<file path="src/rtl/acc_pkg.sv">
// acc_pkg: shared definitions for the product accumulation stage.
//   - acc_state_e : accumulator FSM states (IDLE, ACCUM, HOLD)
//   - DEF_*       : default width constants used by product_accumulator
package acc_pkg;

    localparam int DEF_WORD_WIDTH  = 8;
    localparam int DEF_ACC_WIDTH   = 32;
    localparam int DEF_COUNT_WIDTH = 16;

    typedef enum logic [1:0] {
        IDLE  = 2'd0,   // no beats taken in the current group
        ACCUM = 2'd1,   // at least one beat taken, no last yet
        HOLD  = 2'd2    // group result presented on the output
    } acc_state_e;

endpackage

</file>
<file path="src/rtl/acc_adder.sv">
// acc_adder: combinational unsigned ACC_WIDTH-bit adder.
//   a, b  : operands
//   sum   : a+b, wrapped modulo 2^ACC_WIDTH, or clamped to all-ones on
//           carry-out when PRODUCT_ACC_SATURATE_EN is defined
//   carry : carry out of the ACC_WIDTH-bit add
// Build option: PRODUCT_ACC_SATURATE_EN (clamp instead of wrap).
module acc_adder #(
    parameter int ACC_WIDTH = 32
) (
    input  logic [ACC_WIDTH-1:0] a,
    input  logic [ACC_WIDTH-1:0] b,
    output logic [ACC_WIDTH-1:0] sum,
    output logic                 carry
);

    logic [ACC_WIDTH:0] full;

    assign full  = {1'b0, a} + {1'b0, b};
    assign carry = full[ACC_WIDTH];

`ifdef PRODUCT_ACC_SATURATE_EN
    // Once clamped, the accumulator sits at all-ones; any further non-zero
    // product carries again, so the clamp holds for the rest of the group.
    assign sum = carry ? {ACC_WIDTH{1'b1}} : full[ACC_WIDTH-1:0];
`else
    assign sum = full[ACC_WIDTH-1:0];
`endif

endmodule

</file>
<file path="src/rtl/product_accumulator.sv">
// product_accumulator: sums a stream of unsigned products over groups closed
// by in_last and presents the total, beat count and sticky overflow flag on
// a held output handshake.
//
// Handshakes: a transfer happens on a rising clk edge where valid && ready
// are both high. The producer holds in_product/in_last while in_valid is
// high and in_ready is low; out_sum/out_count/out_overflow are held stable
// while out_valid is high until out_ready is seen high at a clock edge.
// in_ready depends only on state (and reset); out_valid only on state.
//
// Ports:
//   clk, reset            : clock, synchronous active-high reset
//   in_valid/in_ready     : product beat handshake
//   in_product, in_last   : 2*WORD_WIDTH-bit unsigned product, group close
//   out_valid/out_ready   : group result handshake
//   out_sum, out_count    : group total, beats in the group
//   out_overflow          : carry-out seen at least once in the group
//   debug_state           : current FSM state (acc_state_e encoding)
// Build option: PRODUCT_ACC_SATURATE_EN (clamp sum instead of wrap, in acc_adder).
module product_accumulator
    import acc_pkg::*;
#(
    parameter int WORD_WIDTH  = DEF_WORD_WIDTH,
    parameter int ACC_WIDTH   = DEF_ACC_WIDTH,
    parameter int COUNT_WIDTH = DEF_COUNT_WIDTH
) (
    input  logic                    clk,
    input  logic                    reset,
    input  logic                    in_valid,
    output logic                    in_ready,
    input  logic [2*WORD_WIDTH-1:0] in_product,
    input  logic                    in_last,
    output logic                    out_valid,
    input  logic                    out_ready,
    output logic [ACC_WIDTH-1:0]    out_sum,
    output logic [COUNT_WIDTH-1:0]  out_count,
    output logic                    out_overflow,
    output logic [1:0]              debug_state
);

    acc_state_e             state, state_next;
    logic [ACC_WIDTH-1:0]   acc, acc_next;
    logic [COUNT_WIDTH-1:0] count, count_next;
    logic                   ovf, ovf_next;
    logic [ACC_WIDTH-1:0]   res_sum, res_sum_next;
    logic [COUNT_WIDTH-1:0] res_count, res_count_next;
    logic                   res_ovf, res_ovf_next;

    logic                   accept;
    logic [ACC_WIDTH-1:0]   product_ext;
    logic [ACC_WIDTH-1:0]   add_sum;
    logic                   add_carry;

    // acc/count/ovf are always zero in IDLE (cleared by reset and by the
    // output handshake), so the adder can take acc directly in both states.
    assign product_ext = ACC_WIDTH'(in_product);

    acc_adder #(.ACC_WIDTH(ACC_WIDTH)) u_adder (
        .a     (acc),
        .b     (product_ext),
        .sum   (add_sum),
        .carry (add_carry)
    );

    // Gating with reset keeps in_ready low during the reset cycle itself.
    assign in_ready     = !reset && (state != HOLD);
    assign accept       = in_valid && in_ready;
    assign out_valid    = (state == HOLD);
    assign out_sum      = res_sum;
    assign out_count    = res_count;
    assign out_overflow = res_ovf;
    assign debug_state  = state;

    always_comb begin
        state_next     = state;
        acc_next       = acc;
        count_next     = count;
        ovf_next       = ovf;
        res_sum_next   = res_sum;
        res_count_next = res_count;
        res_ovf_next   = res_ovf;
        case (state)
            IDLE, ACCUM: begin
                if (accept) begin
                    if (in_last) begin
                        res_sum_next   = add_sum;
                        res_count_next = count + COUNT_WIDTH'(1);
                        res_ovf_next   = ovf | add_carry;
                        state_next     = HOLD;
                    end else begin
                        acc_next       = add_sum;
                        count_next     = count + COUNT_WIDTH'(1);
                        ovf_next       = ovf | add_carry;
                        state_next     = ACCUM;
                    end
                end
            end
            HOLD: begin
                if (out_ready) begin
                    acc_next   = '0;
                    count_next = '0;
                    ovf_next   = 1'b0;
                    state_next = IDLE;
                end
            end
            default: begin
                state_next = IDLE;
            end
        endcase
    end

    always_ff @(posedge clk) begin
        if (reset) begin
            state     <= IDLE;
            acc       <= '0;
            count     <= '0;
            ovf       <= 1'b0;
            res_sum   <= '0;
            res_count <= '0;
            res_ovf   <= 1'b0;
        end else begin
            state     <= state_next;
            acc       <= acc_next;
            count     <= count_next;
            ovf       <= ovf_next;
            res_sum   <= res_sum_next;
            res_count <= res_count_next;
            res_ovf   <= res_ovf_next;
        end
    end

endmodule

</file>
<file path="config.mk">
export PLATFORM = sky130hd
export DESIGN_NAME = product_accumulator
export DESIGN_NICKNAME = d
export VERILOG_FILES = /design/src/rtl/acc_pkg.sv /design/src/rtl/acc_adder.sv /design/src/rtl/product_accumulator.sv
export SDC_FILE = /design/constraint.sdc
export NUM_CORES = 1
export LEC_CHECK = 0
export CORE_MARGIN = 2
export CORE_UTILIZATION = 45
export CTS_BUF_LIST = sky130_fd_sc_hd__clkbuf_8
export CTS_CLUSTER_SIZE = 14
export DETAILED_ROUTE_END_ITERATION = 7
export GPL_TIMING_DRIVEN = 1
export MAX_ROUTING_LAYER = met4
export PLACE_DENSITY = 0.69
export SLEW_MARGIN = 20
export SYNTH_ARGS = -nofsm -noshare
export SYNTH_HDL_FRONTEND = slang
export SYNTH_SLANG_ARGS = --single-unit
</file>
<file path="constraint.sdc">
create_clock -name clk -period 2.75 [get_ports clk]
set_clock_uncertainty 0.2 [all_clocks]
set_input_delay 0.55 -clock clk [delete_from_list [all_inputs] [get_ports clk]]
set_output_delay 0.55 -clock clk [all_outputs]
set_load 0.02 [all_outputs]
</file>
==> results_dict.tcl <==
set metrics [dict create \
    status "completed" \
    period_minus_slack_ns 2.68 \
    hold_path_startpoint "out_sum[11]" \
    hold_violations 0 \
    worstSetupEndpointType "register" \
    fin_ws_ns 0.0737 \
    p_leak_nw 2.55 \
    syn-num-nets 662 \
    io_pins 74 \
    synth_top_family_by_area "compound AO/OA/AOI/OAI gates" \
    cp.arrival_ns 2.78 \
    worst_hold_path.num_cells 2 \
    gp_congestion 0.924 \
    numPortBuffers 73 \
    design_area_mm2 0.00684 \
    post_route_cells_drive_above_1_share_pct 18.0 \
    power-per-cell-area_mw_per_mm2 448 \
    crit_required_ns 2.85 \
    max_stage_delay_ns 0.51 \
    slew_headroom_pct 66.9 \
    finalSetupViolations 0 \
    die_area_mm2 0.0121 \
    clk_pin_slew_ns 0.09 \
    antenna_left 0 \
    synthToLayoutAreaGrowth_pct 35.4 \
    yosysWarnings 0 \
    synthAdderAreaFrac_pct 4.61 \
    startpoint_type "input port" \
    grt_pass1_vias 4746 \
    reg2regPathDepth 8 \
    cts_root_buf "clkbuf_8" \
    holdPathEnd "out_sum[11]" \
    via_per_inst 5.51 \
    synth.distinct_cells 61 \
    drv_slew 0 \
    synth.area.mux_share_pct 0.396 \
    hp-class "register to register" \
    peakVddDrop_mv 0.308 \
    cts_tree "yes" \
    synthTopCellsByArea "dfxtp_1 (40%), a21oi_1 (6.0%), nor2_1 (5.4%)" \
    drc 0 \
    postSynth.asyncResetShare_pct 0 \
    place_ws_ns -0.693 \
    synth_top_area_share_pct 39.6 \
    routedWlPerCell_um 15.3 \
    cts_sinks 100 \
    start_util_pct 46.4 \
    cp_max_fo 6 \
    maxCapViolCount 0 \
    wirelength_mm 13.6 \
    total_power_mw 3.07 \
    fp.dieH_um 110 \
    synth_compound_area_share_pct 22.9 \
    reg2reg_slack_ns 0.16 \
    ys_top_cells_by_count "dfxtp_1 (100), nor2_1 (73), nand2_1 (71), a21oi_1 (61), o21ai_0 (44)" \
    yosys.cell_count.top_type "dfxtp_1" \
    htreeDepth 3 \
    synth_cells 623 \
    grt_use_total_pct 24.3 \
    nets 784 \
    insertion_delay_ns 0.38 \
    die_w_um 110 \
    syn-mean-instance-area_um2 8.11 \
    dp_hpwl_mm 9.41 \
    antenna_found_initial 0 \
    grt_pass1_wl_mm 22.3 \
    crit_chain "dlygate4sd2_1 > ha_4 > and3_1 > and2_2 > o211ai_2 > and3b_1 > o211a_4 > or4_4 > a311oi_2" \
    yosysSeqAreaShare_pct 39.6 \
    worstMarginPinSlew_ns 0.496 \
    clock_path_buffers 2 \
    cts_made_buffers 9 \
    synth_ff_type "dfxtp_1" \
    vias 4896 \
    post-route-period-util_pct 97.3 \
    path_class "input port to register" \
    reg2reg_from "acc[8]" \
    fp.coreArea_mm2 0.0109 \
    dpl_cell_area_mm2 0.00630 \
    slowest_stage "or4_4" \
    dr.pass1.iters 4 \
    ys_ff_latch 100 \
    drt_iter0_drc 255 \
    netlist_area_mm2 0.00505 \
    synth_largest_area_cell "dfxtp_1" \
    grt_max_degree 42 \
    synth_edf_count 0 \
    grt_overflow 0 \
    synthSimpleGateAreaFrac_pct 22.2 \
    dp_cells 862 \
    stdcell_count 888 \
    fmax_mhz 374 \
    row_count 38 \
    synth_xor_area_share_pct 6.41 \
    n_antenna_cell 0 \
    regToRegEndpoint "out_sum[31]" \
]
==> logic make-up after synthesis <==
| group | Yosys count |
|---|---|
| AND/OR/NAND/NOR | 238 |
| AO/OA/AOI/OAI | 184 |
| flip-flops | 100 |
| buffers and inverters | 44 |
| XOR/XNOR | 37 |
| adder cells (fa/ha/maj) | 18 |
| multiplexers | 2 |
==> placed cells by master (no fill, tap or decap), types with 18 or more instances in the layout <==
cell type	instances
buf_4	69
a211oi_1	29
nand2_1	71
xor2_1	18
nand3_1	25
dfxtp_1	100
nor2_1	72
xnor2_1	19
a21oi_1	54
o21ai_0	40
clkdlybuf4s50_1	58
==> metal layers <==
layer / GRT usage (%) / vias up / wire [µm]
li1: - / 2468 / -
met1: 30.9 / 2305 / 6490
met2: 38.4 / 104 / 6370
met3: 3.35 / 19 / 458
met4: 11.3 / 0 / 294
met5: - / - / 0
==> worst max-delay path, delay by kind of cell <==
family	cells	cell delay, ns
buffers and inverters	1	0.27
AO/OA/AOI/OAI	3	0.59
AND/OR/NAND/NOR	4	1.06
adder cells (fa/ha/maj)	1	0.29
==> worst max path at each step <==
stage	startpoint	endpoint	slack [ns]	depth (start not counted)
after floorplan	in_product[4]	out_sum[31]	0.02	8
after global placement	in_product[0]	acc[22]	-0.59	12
after detailed placement	in_product[0]	ovf	-0.69	11
after CTS	in_product[12]	out_sum[29]	-0.01	9
after global routing	in_product[14]	out_sum[25]	-0.02	10
final	in_product[8]	out_sum[31]	0.07	9
==> power by group <==
group          switching, mW  total [mW]  internal (mW)
clock                  0.516       0.926          0.410
combinational          0.317       0.610          0.293
sequential            0.0335        1.53           1.50
total                  0.866        3.07           2.20
==> timing repair <==
item / CTS / global route
pin swaps: 11 / 17
endpoints found under the setup margin: 33 / 36
resized for setup: 26 / 28
buffers inserted: 10 / 2
hold buffers: 0 / 0
gates cloned: 0 / 0
==> metrics by stage <==
step | hold slack (ns) | util, % | TNS [ns]
finish | 0.259 | 62.8 | 0
global route | 0.285 | 62.8 | -0.0203
CTS | 0.261 | 61.2 | -0.0209
detailed placement | 0.248 | 57.8 | -23.50
global placement | 0.240 | 57.8 | -20.64
floorplan | 0.226 | - | 0
==> state kept, by name (all words and copies together) (netlist names) <==
signal,flops
acc,32
count,16
debug_state,2
out_count,16
out_overflow,1
out_sum,32
ovf,1
==> area by class of cell <==
cell class | count | area [µm²]
timing repair buffer | 147 | 1340
sequential | 100 | 2000
clock buffer | 9 | 124
inverter | 8 | 30.0
multi-input combinational | 479 | 3120
fill | 970 | 4050
tap | 140 | 175
clock inverter | 5 | 56.3
No activity file was read; power rests on OpenSTA's default activity.
